$ cat src/rtl/uart_pkg.sv
// Shared types and constants for the UART transmit scheduler.
package uart_pkg;

  typedef enum logic [1:0] {
    IDLE      = 2'd0,
    WAIT_CTS  = 2'd1,
    WAIT_BUSY = 2'd2,
    WAIT_DONE = 2'd3
  } state_t;

  localparam int NUM_REQ         = 2;
  localparam int DATA_W          = 7;
  localparam int CNT_W           = 8;
  localparam int WDOG_CYCLES_DEF = 32;

endpackage

$ cat src/rtl/uart_tx_sched_if.sv
// Requester, flow-control and transmitter signals of the UART transmit scheduler.
interface uart_tx_sched_if;
  import uart_pkg::*;

  logic [NUM_REQ-1:0] req_i;
  logic [DATA_W-1:0]  data0_i;
  logic [DATA_W-1:0]  data1_i;
  logic [NUM_REQ-1:0] ack_o;
  logic               cts;
  logic               rts;
  logic               tx_start;
  logic [DATA_W-1:0]  tx_data;
  logic               tx_empty;
  logic               err_o;
  logic               err_clr_i;
  logic [CNT_W-1:0]   sent_cnt;

  // master: requesters, peer and transmitter; slave: the scheduler
  modport master (
    output req_i, data0_i, data1_i, cts, tx_empty, err_clr_i,
    input  ack_o, rts, tx_start, tx_data, err_o, sent_cnt
  );

  modport slave (
    input  req_i, data0_i, data1_i, cts, tx_empty, err_clr_i,
    output ack_o, rts, tx_start, tx_data, err_o, sent_cnt
  );

endinterface

$ cat src/rtl/uart_rr_arb.sv
// Two-way round-robin pick: on contention the requester that did not go last wins.
module uart_rr_arb
  import uart_pkg::*;
(
  input  logic [NUM_REQ-1:0] req,
  input  logic               last_grant,
  output logic               valid,
  output logic               winner
);

  always_comb begin
    valid  = |req;
    winner = 1'b0;
    if (req == 2'b11) winner = ~last_grant;
    else if (req[1])  winner = 1'b1;
  end

endmodule

$ cat src/rtl/uart_tx_sched.sv
// Arbitrates two character requesters onto one UART transmitter with
// RTS/CTS flow control, a per-character watchdog and a completed-character count.
module uart_tx_sched
  import uart_pkg::*;
#(
  parameter int WDOG_CYCLES = WDOG_CYCLES_DEF
) (
  input logic            baud_clk,
  input logic            rst,
  uart_tx_sched_if.slave bus
);

  localparam logic [7:0] WDOG_LAST = 8'(WDOG_CYCLES - 1);

  state_t             state, state_nxt;
  logic [NUM_REQ-1:0] ack_r, ack_nxt;
  logic               rts_r, rts_nxt;
  logic               start_r, start_nxt;
  logic               err_r, err_nxt;
  logic [DATA_W-1:0]  data_r, data_nxt;
  logic [CNT_W-1:0]   cnt_r, cnt_nxt;
  logic [7:0]         wdog_r, wdog_nxt, wdog_inc;
  logic               grant_r, grant_nxt;
  logic               last_grant, last_nxt;
  logic               arb_valid, arb_winner, wdog_hit;

  uart_rr_arb u_arb (
    .req        (bus.req_i),
    .last_grant (last_grant),
    .valid      (arb_valid),
    .winner     (arb_winner)
  );

  // Abort fires on the edge where the count reaches WDOG_CYCLES-1.
  assign wdog_inc = wdog_r + 8'd1;
  assign wdog_hit = (wdog_inc == WDOG_LAST);

  always_comb begin
    state_nxt = state;
    ack_nxt   = '0;
    rts_nxt   = rts_r;
    start_nxt = 1'b0;
    err_nxt   = err_r & ~bus.err_clr_i;
    data_nxt  = data_r;
    cnt_nxt   = cnt_r;
    wdog_nxt  = wdog_r;
    grant_nxt = grant_r;
    last_nxt  = last_grant;
    unique case (state)
      IDLE: begin
        if (arb_valid) begin
          grant_nxt = arb_winner;
          data_nxt  = arb_winner ? bus.data1_i : bus.data0_i;
          ack_nxt   = arb_winner ? 2'b10 : 2'b01;
          rts_nxt   = 1'b1;
          state_nxt = WAIT_CTS;
        end
      end
      WAIT_CTS: begin
        if (bus.cts && bus.tx_empty) begin
          start_nxt = 1'b1;
          wdog_nxt  = '0;
          state_nxt = WAIT_BUSY;
        end
      end
      WAIT_BUSY: begin
        wdog_nxt = wdog_inc;
        if (wdog_hit) begin
          err_nxt   = 1'b1;
          rts_nxt   = 1'b0;
          last_nxt  = grant_r;
          state_nxt = IDLE;
        end else if (!bus.tx_empty) begin
          state_nxt = WAIT_DONE;
        end
      end
      WAIT_DONE: begin
        wdog_nxt = wdog_inc;
        if (bus.tx_empty) begin
          rts_nxt   = 1'b0;
          cnt_nxt   = cnt_r + 8'd1;
          last_nxt  = grant_r;
          state_nxt = IDLE;
        end else if (wdog_hit) begin
          err_nxt   = 1'b1;
          rts_nxt   = 1'b0;
          last_nxt  = grant_r;
          state_nxt = IDLE;
        end
      end
      default: state_nxt = IDLE;
    endcase
  end

  always_ff @(posedge baud_clk or posedge rst) begin
    if (rst) begin
      state      <= IDLE;
      ack_r      <= '0;
      rts_r      <= 1'b0;
      start_r    <= 1'b0;
      err_r      <= 1'b0;
      data_r     <= '0;
      cnt_r      <= '0;
      wdog_r     <= '0;
      grant_r    <= 1'b0;
      last_grant <= 1'b1;
    end else begin
      state      <= state_nxt;
      ack_r      <= ack_nxt;
      rts_r      <= rts_nxt;
      start_r    <= start_nxt;
      err_r      <= err_nxt;
      data_r     <= data_nxt;
      cnt_r      <= cnt_nxt;
      wdog_r     <= wdog_nxt;
      grant_r    <= grant_nxt;
      last_grant <= last_nxt;
    end
  end

  assign bus.ack_o    = ack_r;
  assign bus.rts      = rts_r;
  assign bus.tx_start = start_r;
  assign bus.err_o    = err_r;
  assign bus.tx_data  = data_r;
  assign bus.sent_cnt = cnt_r;

endmodule

$ cat src/flat_wrapper.sv
// flat-port wrapper written by rule: the top's interface ports become plain ports
module uart_tx_sched_flat import uart_pkg::*;
#(
  parameter int WDOG_CYCLES = WDOG_CYCLES_DEF
)
  (baud_clk, rst, bus_req_i, bus_data0_i, bus_data1_i, bus_cts, bus_tx_empty, bus_err_clr_i, bus_ack_o, bus_rts, bus_tx_start, bus_tx_data, bus_err_o, bus_sent_cnt);
  uart_tx_sched_if bus_i ();
  input logic baud_clk;
  input logic rst;
  input wire logic [$bits(bus_i.req_i)-1:0] bus_req_i;
  input wire logic [$bits(bus_i.data0_i)-1:0] bus_data0_i;
  input wire logic [$bits(bus_i.data1_i)-1:0] bus_data1_i;
  input wire logic [$bits(bus_i.cts)-1:0] bus_cts;
  input wire logic [$bits(bus_i.tx_empty)-1:0] bus_tx_empty;
  input wire logic [$bits(bus_i.err_clr_i)-1:0] bus_err_clr_i;
  output wire logic [$bits(bus_i.ack_o)-1:0] bus_ack_o;
  output wire logic [$bits(bus_i.rts)-1:0] bus_rts;
  output wire logic [$bits(bus_i.tx_start)-1:0] bus_tx_start;
  output wire logic [$bits(bus_i.tx_data)-1:0] bus_tx_data;
  output wire logic [$bits(bus_i.err_o)-1:0] bus_err_o;
  output wire logic [$bits(bus_i.sent_cnt)-1:0] bus_sent_cnt;
  assign bus_i.req_i = bus_req_i;
  assign bus_i.data0_i = bus_data0_i;
  assign bus_i.data1_i = bus_data1_i;
  assign bus_i.cts = bus_cts;
  assign bus_i.tx_empty = bus_tx_empty;
  assign bus_i.err_clr_i = bus_err_clr_i;
  assign bus_ack_o = bus_i.ack_o;
  assign bus_rts = bus_i.rts;
  assign bus_tx_start = bus_i.tx_start;
  assign bus_tx_data = bus_i.tx_data;
  assign bus_err_o = bus_i.err_o;
  assign bus_sent_cnt = bus_i.sent_cnt;
  uart_tx_sched #(.WDOG_CYCLES(WDOG_CYCLES)) u_core (.baud_clk(baud_clk), .rst(rst), .bus(bus_i));
endmodule
$ cat config.mk
export PLATFORM = sky130hd
export DESIGN_NAME = uart_tx_sched_flat
export DESIGN_NICKNAME = d
export VERILOG_FILES = /design/src/rtl/uart_pkg.sv /design/src/rtl/uart_tx_sched_if.sv /design/src/rtl/uart_rr_arb.sv /design/src/rtl/uart_tx_sched.sv /design/src/flat_wrapper.sv
export SDC_FILE = /design/constraint.sdc
export NUM_CORES = 1
export LEC_CHECK = 0
export CAP_MARGIN = 40
export CELL_PAD_IN_SITES_DETAIL_PLACEMENT = 0
export CELL_PAD_IN_SITES_GLOBAL_PLACEMENT = 2
export CORE_UTILIZATION = 29
export CTS_CLUSTER_DIAMETER = 120
export DETAILED_ROUTE_END_ITERATION = 12
export MAX_ROUTING_LAYER = met4
export PLACE_DENSITY_LB_ADDON = 0.1
export SYNTH_ARGS = -nofsm -noshare
export SYNTH_HDL_FRONTEND = slang
export SYNTH_SLANG_ARGS = --single-unit
$ cat constraint.sdc
create_clock -name baud_clk -period 1.67 [get_ports baud_clk]
set_input_delay 0.334 -clock baud_clk [delete_from_list [all_inputs] [get_ports baud_clk]]
set_output_delay 0.334 -clock baud_clk [all_outputs]
set_load 0.005 [all_outputs]
## Word-level counts from Yosys, hierarchy flattened

Cells that the tools add are included.

| storage, ports and cells | value |
|---|---|
| register bits after elaboration | 32 |
| output and inout port bits | 20 |
| word-level logic and storage cells | 63 |

| cells by class | value |
|---|---|
| add/sub/neg operators | 2 |
| equality and inequality tests | 9 |
| mux-type cells | 27 |
| bitwise operators | 3 |
| reductions and logical operators | 12 |

Operators by type and width:

| operator | number |
|---|---|
| $mux W2 | 9 |
| $add A8 B1 Y8 const B | 2 |
| $pmux W8 S2 | 1 |
| $mux W1 | 11 |
| $eq A8 B5 Y1 const B | 1 |
| $mux W8 | 1 |
| $pmux W2 S4 | 1 |
| $reduce_and A2 Y1 | 4 |
| $mux W7 | 1 |
| $eq A2 B2 Y1 const B | 3 |
| $ne A3 B2 Y1 const B | 2 |
| $ne A2 B1 Y1 const B | 2 |
| $pmux W1 S2 | 2 |
| $reduce_and A4 Y1 | 1 |
| $reduce_bool A2 Y1 | 2 |
| $reduce_or A2 Y1 | 2 |
| $pmux W1 S3 | 1 |
| $reduce_bool A3 Y1 | 1 |
| $eq A2 B1 Y1 const B | 1 |
| $logic_not A2 Y1 | 1 |
| $not A1 Y1 | 2 |
| $and A1 B1 Y1 | 1 |
| $logic_and A1 B1 Y1 | 1 |

## Depth between registers and ports, before layout

Gate-level depths: netlist of the first run.

| depth | value |
|---|---|
| depth after elaboration | 5 |
| gate-level depth with buffers | 6 |

## By module

Synthesis of the first run repeated with hierarchy kept, for this count alone.

| second synthesis, totals | value |
|---|---|
| cell total of the unflattened synthesis | 140 |
| area total of the unflattened synthesis | 1481.4 um^2 |

By module, submodules not included:

| module | times used | cells each | area an instance (um^2) |
|---|---|---|---|
| uart_tx_sched | 1 | 138 | 1467.7 |
| uart_rr_arb | 1 | 2 | 13.8 |

## Worst setup path before layout of the first run

Ideal clock, no wire load.

| timing | value |
|---|---|
| path type | flip-flop to flip-flop |
| start point | register u_core.wdog_r[0] |
| end point | register u_core.last_grant |
| data arrival time | 1348 ps |
| path slack | 239 ps |
| stages on the path, launching flop included | 5 |
| buffers on the path | 0 |
| clock period less this slack | 1431 ps |
| cell sequence | dfrtp_1 -> ha_1 -> xor2_1 -> a41oi_2 -> mux2_4 |

| between the ends | value |
|---|---|
| word-level cells in the longest chain between the ends | 5 |

RTL lines:

| element | RTL line | RTL |
|---|---|---|
| from (decl) | uart_tx_sched.sv:22 | `logic [7:0] wdog_r, wdog_nxt, wdog_inc;` |
| from (signal assigned) | uart_tx_sched.sv:115 | `wdog_r <= wdog_nxt;` |
| $add A8 B1 Y8 (*) | uart_tx_sched.sv:35 | `assign wdog_inc = wdog_r + 8'd1;` |
| $eq A8 B5 Y1 (*) | uart_tx_sched.sv:36 | `assign wdog_hit = (wdog_inc == WDOG_LAST);` |
| $mux W1 (*) | -- |  |
| $mux W1 | -- |  |
| $pmux W1 S2 (*) | -- |  |
| to (signal assigned) | uart_tx_sched.sv:117 | `last_grant <= last_nxt;` |
| to (decl) | uart_tx_sched.sv:24 | `logic last_grant, last_nxt;` |

Every way passes the cells marked *; elsewhere a longest branch is shown, timed or not.
A chain may end at the register's enable or synchronous reset.

## Worst setup path in the final report of the first run

| timing | value |
|---|---|
| start point | register u_core.cnt_r[2] (netlist: u_core.bus.sent_cnt[2]) |
| end point | output port bus_sent_cnt[2] |

RTL lines:

| element | RTL line | RTL |
|---|---|---|
| from (decl) | uart_tx_sched.sv:21 | `logic [CNT_W-1:0] cnt_r, cnt_nxt;` |
| from (signal assigned) | uart_tx_sched.sv:114 | `cnt_r <= cnt_nxt;` |
| to (decl) | flat_wrapper.sv:21 | `output wire logic [$bits(bus_i.sent_cnt)-1:0] bus_sent_cnt;` |

No word-level cell between the ends.

==> results.toml, run 1 <==
[power]
powerDensity_nw_per_um2 = 1448
seq_power_share_pct = 41.1
intPower_mw = 2.068
max-vdd-ir-drop_uv = 703.9
leakagePower_nw = 0.9569
pwr-share-clk_pct = 19.9
power_frac_comb_pct = 39.0
p_sw_mw = 1.038
switching_share_pct = 33.42

[synthesis]
ys_seq_area_share_pct = 54.60
syn_nets = 157
synth_top_family_by_area = "simple AND/OR/NAND/NOR gates"
syn_inst = 133
ys.flop_type = "dfrtp_1"
synthAdderAreaFrac_pct = 2.555
yosys_warnings = 0
synth_mux_area_share_pct = 6.559
synth_compound_area_share_pct = 10.99
yosysMostFrequentCell = "dfrtp_1"
avgSynthCellArea_sq_um = 11.04
ys_types = 32
synth_area_sq_um = 1469
synthSimpleGateAreaFrac_pct = 14.31
async_flop_share_pct = 100.0
synthXorXnorAreaFrac_pct = 9.029
synth_top_cell_by_area = "dfrtp_1"
yosys.area.top_type_share_pct = 52.81
synth_area_leaders = "dfrtp_1 (53%), nand2_1 (4.9%), mux2i_1 (4.8%), o21ai_0 (4.4%), xor2_1 (4.2%)"
synth-edff-count = 0
synth_commonest_cells = "dfrtp_1 (31), nand2_1 (19), o21ai_0 (13), nand3_1 (8), nor2_1 (8)"
ys_ff_latch = 32

[clock_network]
clk_pin_slew_ns = 0.07
cts.sinks = 32
post-cts-setup-buffers = 0
worstSkewPairLatency_ns = 0.28
cts_tree = "built"
h-tree-depth = 2
post_cts_resized = 0
hold_buffers = 0
clk_path_buf_depth = 2
cts_buffers = 5
root_buffer = "clkbuf_8"

[global_routing]
grt_max_degree = 33
grt.total_usage_pct = 13.99
grt_overflow = 0
grt_first_pass_wirelength_microns = 5333
grt_pass1_vias = 1131
grt_antenna_before_repair = 0

[route]
drcViolationCount = 0
drt_iter0_markers = 33
via_per_inst = 4.496
vias = 1169
wire_per_inst_microns = 12.97
dr.pass1.iters = 4
ant_nets = 0
wl_microns = 3371

[job]
drv_cap = 0

[floorplan]
die_w_microns = 73.17
initial_core_util_pct = 30.69
die_y_microns = 73.17
core_sq_um = 4786
fp-row-count = 25
die-area_sq_um = 5354
io_pins = 41

[timing]
finalCriticalPeriod_ns = 1.581
hold_violations = 0
setup_viol = 0
hold_slack_ns = 0.4423
finalMaxSlewViolations = 0
period_share_pct = 94.67
fmax_mhz = 632.5
clock_skew_ns = 0.004334
slew_headroom_pct = 71.64
tightest_slew_ns = 0.4253
fin_ws_ns = 0.08895
rsz0062_at_grt = "no"

[worst_setup_path]
slowest_stage = "clkdlybuf4s50_1"
cp-start-kind = "flop"
cp_max_fo = 5
critPathMaxStageDelay_ns = 0.54
path_class = "flop to primary output"
critPathArrivalTime_ns = 1.25
required_ns = 1.34
worstSetupEndpointType = "primary output"
path_buf_inv = 1
cp_cell_sequence = "clkdlybuf4s50_1"
r2r_setup_slack_ns = 0.12
cp_top_family = "buffers and inverters"

[cells_and_area]
antennaDiodeCount = 0
postLayoutCellArea_sq_um = 2145
area_growth_pct = 46.00
nNetsFinal = 216
finish.utilization_pct = 44.81
instances_no_fill = 260
drive_above_1_share_pct = 16.58

[place]
gp_congestion = 0.7350
portBuffers = 40
placed_cell_area_sq_um = 2052
dp_hpwl_microns = 2442
pre_cts_ws_ns = -0.006520
post-place-cells = 252

[min_path]
holdCritPathClass = "input port to asynchronous set/reset pin"

[status]
status = "complete, no violations"
-- per-layer routing --
layer | wire (microns) | global-route usage [%]
met3 | 203 | 4.834
met4 | 84 | 6.318
met1 | 1667 | 17.37
met5 | 0 | -
met2 | 1416 | 20.47
-- flip-flops by register name (all words and copies together) (netlist names) --
name	cells
u_core.bus.sent_cnt	8
u_core.wdog_r	8
u_core.bus.ack_o	2
u_core.last_grant	1
u_core.bus.tx_start	1
u_core.grant_r	1
u_core.bus.tx_data	7
u_core.bus.rts	1
u_core.bus.err_o	1
u_core.state	2
-- power groups by stage --
stage	Sequential (mW)	Clock (mW)	Combinational [mW]
2_1_floorplan	1.27	0	0.554
3_3_place_gp	1.29	0	1.21
3_5_place_dp	1.29	0	1.23
4_1_cts	1.28	0.651	1.23
5_1_grt	1.32	0.667	1.35
6_report	1.28	0.617	1.21
-- metrics by stage --
step,setup TNS (ns),power [mW]
2_1_floorplan,0,1.820
3_3_place_gp,0,2.494
3_5_place_dp,-0.007679,2.519
4_1_cts,0,3.166
5_1_grt,0,3.341
6_report,0,3.105
-- final timing paths --
path / start / to / cells past startpoint
max in group asynchronous: rst / u_core.last_grant / 3
setup / recovery: u_core.bus.sent_cnt[2] / bus_sent_cnt[2] / 1
setup reg to reg: u_core.wdog_r[0] / u_core.last_grant / 6
min in group baud_clk: u_core.bus.sent_cnt[7] / u_core.bus.sent_cnt[7] / 1
hold reg to reg: u_core.bus.sent_cnt[7] / u_core.bus.sent_cnt[7] / 1
hold / removal: rst / u_core.bus.tx_data[0] / 3
-- kinds of logic after synthesis --
kind of cell             after synthesis
AND/OR/NAND/NOR                       44
flip-flops                            32
AO/OA/AOI/OAI                         25
XOR/XNOR                              13
multiplexers                           9
buffers and inverters                  7
adder cells (fa/ha/maj)                3
-- placed cells by master (no fill, tap or decap) --
master,n
mux2i_1,7
mux2_2,1
a21boi_1,1
a22o_1,1
nand2_1,19
o21ai_1,1
xor2_4,1
clkdlybuf4s50_1,40
and3_2,1
a21o_1,1
o311ai_0,1
nor4_2,1
o21ai_0,13
mux2_4,1
xnor2_1,5
and3_4,1
a22o_2,1
nand4_1,3
ha_1,3
a31oi_1,1
o31ai_1,1
nand3_1,8
clkbuf_8,6
o22ai_1,3
dfstp_2,1
nor2_1,8
and3_1,2
xor2_1,7
and2_1,1
buf_4,15
a41oi_2,1
dfrtp_1,31
clkinv_2,2
inv_1,4
-- cell type report --
| cell class | instances | area [sq um] |
|---|---|---|
| Fill cell | 486 | 2641 |
| Sequential cell | 32 | 802.0 |
| Multi-Input combinational cell | 94 | 638.1 |
| Timing Repair Buffer | 55 | 513.0 |
| Tap cell | 67 | 83.83 |
| Clock buffer | 6 | 82.58 |
| Inverter | 4 | 15.01 |
| Clock inverter | 2 | 10.01 |
(Power assumes the default switching activity.)
==> inputs of run 2 (changes only) <==
--- a/config.mk
+++ b/config.mk
@@ -8,6 +8,7 @@
 export CAP_MARGIN = 40
 export CELL_PAD_IN_SITES_DETAIL_PLACEMENT = 0
 export CELL_PAD_IN_SITES_GLOBAL_PLACEMENT = 2
+export CORE_ASPECT_RATIO = 1.2
 export CORE_UTILIZATION = 29
 export CTS_CLUSTER_DIAMETER = 120
 export DETAILED_ROUTE_END_ITERATION = 12
==> run 2 against run 1 <==
Effect of this change: wire length up 3.5%; cell count fell by 4.6%; utilization down 1.5 points; register-to-register slack better by 0.02 ns; via count fell by 1.3%; sequential share of layout area increased by 0.35 points; clock-buffer cell count up 2; first-iteration DRC count decreased by 6.1%; die area hardly changed; power is 0.69% lower; sequential power about the same; critical path type unchanged.
==> results.toml, run 2 (synthesized netlist as in run 1, its figures left out) <==
[power]
pwr-share-clk_pct = 20.1
leakagePower_nw = 0.9310
seq_power_share_pct = 42.4
switching_share_pct = 33.63
intPower_mw = 2.047
max-vdd-ir-drop_uv = 625.0
power_frac_comb_pct = 37.6
p_total_mw = 3.084
p_sw_mw = 1.037
powerDensity_nw_per_um2 = 1452

[worst_setup_path]
required_ns = 1.34
worstSetupEndpointType = "primary output"
r2r_setup_slack_ns = 0.14
cp-start-kind = "flop"
slowest_stage = "clkdlybuf4s50_1"
cp_cell_sequence = "clkdlybuf4s50_1"
worst_r2r_path_depth = 6
reg2reg_to = "u_core.last_grant"
critPathArrivalTime_ns = 1.26
path_class = "flop to primary output"
cp_max_fo = 5
rr_startpoint = "u_core.wdog_r[0]"
startpoint = "u_core.bus.sent_cnt[3]"
cp_top_family = "buffers and inverters"
path_buf_inv = 1
critPathMaxStageDelay_ns = 0.54

[timing]
fmax_mhz = 629.2
setup_viol = 0
period_share_pct = 95.17
hold_slack_ns = 0.3894
fin_setup_tns_ns = 0
finalCriticalPeriod_ns = 1.589
fin_ws_ns = 0.08061
slew_headroom_pct = 78.83
clock_skew_ns = 0.004633
tightest_slew_ns = 0.3151
finalMaxSlewViolations = 0
rsz0062_at_grt = "no"
hold_violations = 0

[floorplan]
die_w_microns = 66.97
io_pins = 41
die-area_sq_um = 5355
core_sq_um = 4905
initial_core_util_pct = 29.95
die_y_microns = 79.97
fp-row-count = 28

[clock_network]
cts_buffers = 5
cts_tree = "built"
hold_buffers = 0
clk_path_buf_depth = 2
post-cts-setup-buffers = 0
clk_pin_slew_ns = 0.07
worstSkewPairLatency_ns = 0.28
cts.sinks = 32
h-tree-depth = 2
root_buffer = "clkbuf_8"

[cells_and_area]
final_common_cell = "clkdlybuf4s50_1"
drive_above_1_share_pct = 13.83
instances_no_fill = 248
postLayoutCellArea_sq_um = 2125
nNetsFinal = 211
seqCellArea_sq_um = 802.0
nFillCells = 487
area_growth_pct = 44.63
multi_input_area_sq_um = 654.4
final_cell_mix = "clkdlybuf4s50_1 (40), dfrtp_1 (31), nand2_1 (19)"
finish.utilization_pct = 43.32
antennaDiodeCount = 0

[job]
drv_cap = 0

[route]
wl_microns = 3489
vias = 1154
via_per_inst = 4.653
drcViolationCount = 0
drt_iter0_markers = 31
ant_nets = 0
dr.pass1.iters = 4
wire_per_inst_microns = 14.07

[place]
placed_cell_area_sq_um = 2018
dp_hpwl_microns = 2558
gp_congestion = 0.7358
post-place-cells = 240
pre_cts_ws_ns = -0.08101
portBuffers = 40

[global_routing]
grt_overflow = 0
grt_antenna_before_repair = 0
grt_pass1_vias = 1223
grt_first_pass_wirelength_microns = 5858
grt.total_usage_pct = 15.54
grt_max_degree = 33

[min_path]
holdCritPathClass = "input port to asynchronous set/reset pin"

[status]
status = "complete, no violations"
==> run 2: cell types whose count changed in the layout (fill, tap and decap cells not counted), sizes merged <==
cell	delta
clkinv	-2
clkbuf	+2
buf	-5
==> run 2: how the worst max path moves through the flow <==
stage / slack (ns) / cells past startpoint / to
after floorplan: 0.24 / 4 / u_core.last_grant
after global placement: -0.05 / 5 / u_core.bus.tx_data[2]
after detailed placement: -0.08 / 5 / u_core.bus.tx_data[5]
after CTS: 0.05 / 6 / u_core.last_grant
after global routing: 0.02 / 1 / bus_sent_cnt[3]
final: 0.08 / 1 / bus_sent_cnt[3]
==> run 2: power by group through the flow <==
stage	sequential [mW]	clock, mW	combinational (mW)
after global placement	1.31	0	1.16
final	1.31	0.619	1.16
after floorplan	1.27	0	0.554
after CTS	1.31	0.639	1.18
after detailed placement	1.31	0	1.18
after global routing	1.35	0.678	1.30
==> run 2: worst min-delay path, delay by kind of cell <==
kind / cells / cell delay [ns]
buffers and inverters: 3 / 0.69
==> run 2: layout make-up <==
class | instances | share of cell area (%)
Sequential cell | 32 | 37.75
Clock buffer | 8 | 4.240
Multi-Input combinational cell | 94 | 30.80
Inverter | 4 | 0.7067
Timing Repair Buffer | 50 | 22.97
Tap cell | 60 | 3.534
==> run 2: routing by layer <==
layer / track usage (%) / vias up / wire (microns) / part of all wire [%]
met3: 4.714 / 6 / 166 / 4.8
li1: - / 566 / - / -
met5: - / - / 0 / 0
met2: 25.76 / 33 / 1858 / 53
met4: 6.383 / 0 / 57 / 1.6
met1: 17.13 / 549 / 1406 / 40
==> run 2: repair_timing <==
action	CTS	global route
endpoints found under the hold margin	0	0
setup endpoints to repair	0	1
resized for setup	0	2
==> inputs of run 3 (changes only) <==
--- a/config.mk
+++ b/config.mk
@@ -11,9 +11,11 @@
 export CORE_ASPECT_RATIO = 1.2
 export CORE_UTILIZATION = 29
 export CTS_CLUSTER_DIAMETER = 120
+export CTS_CLUSTER_SIZE = 16
 export DETAILED_ROUTE_END_ITERATION = 12
 export MAX_ROUTING_LAYER = met4
 export PLACE_DENSITY_LB_ADDON = 0.1
+export SLEW_MARGIN = 40
 export SYNTH_ARGS = -nofsm -noshare
 export SYNTH_HDL_FRONTEND = slang
 export SYNTH_SLANG_ARGS = --single-unit
==> results of run 3 <==
Same layout as run 2: the final DEF is identical, and so are final timing and power.
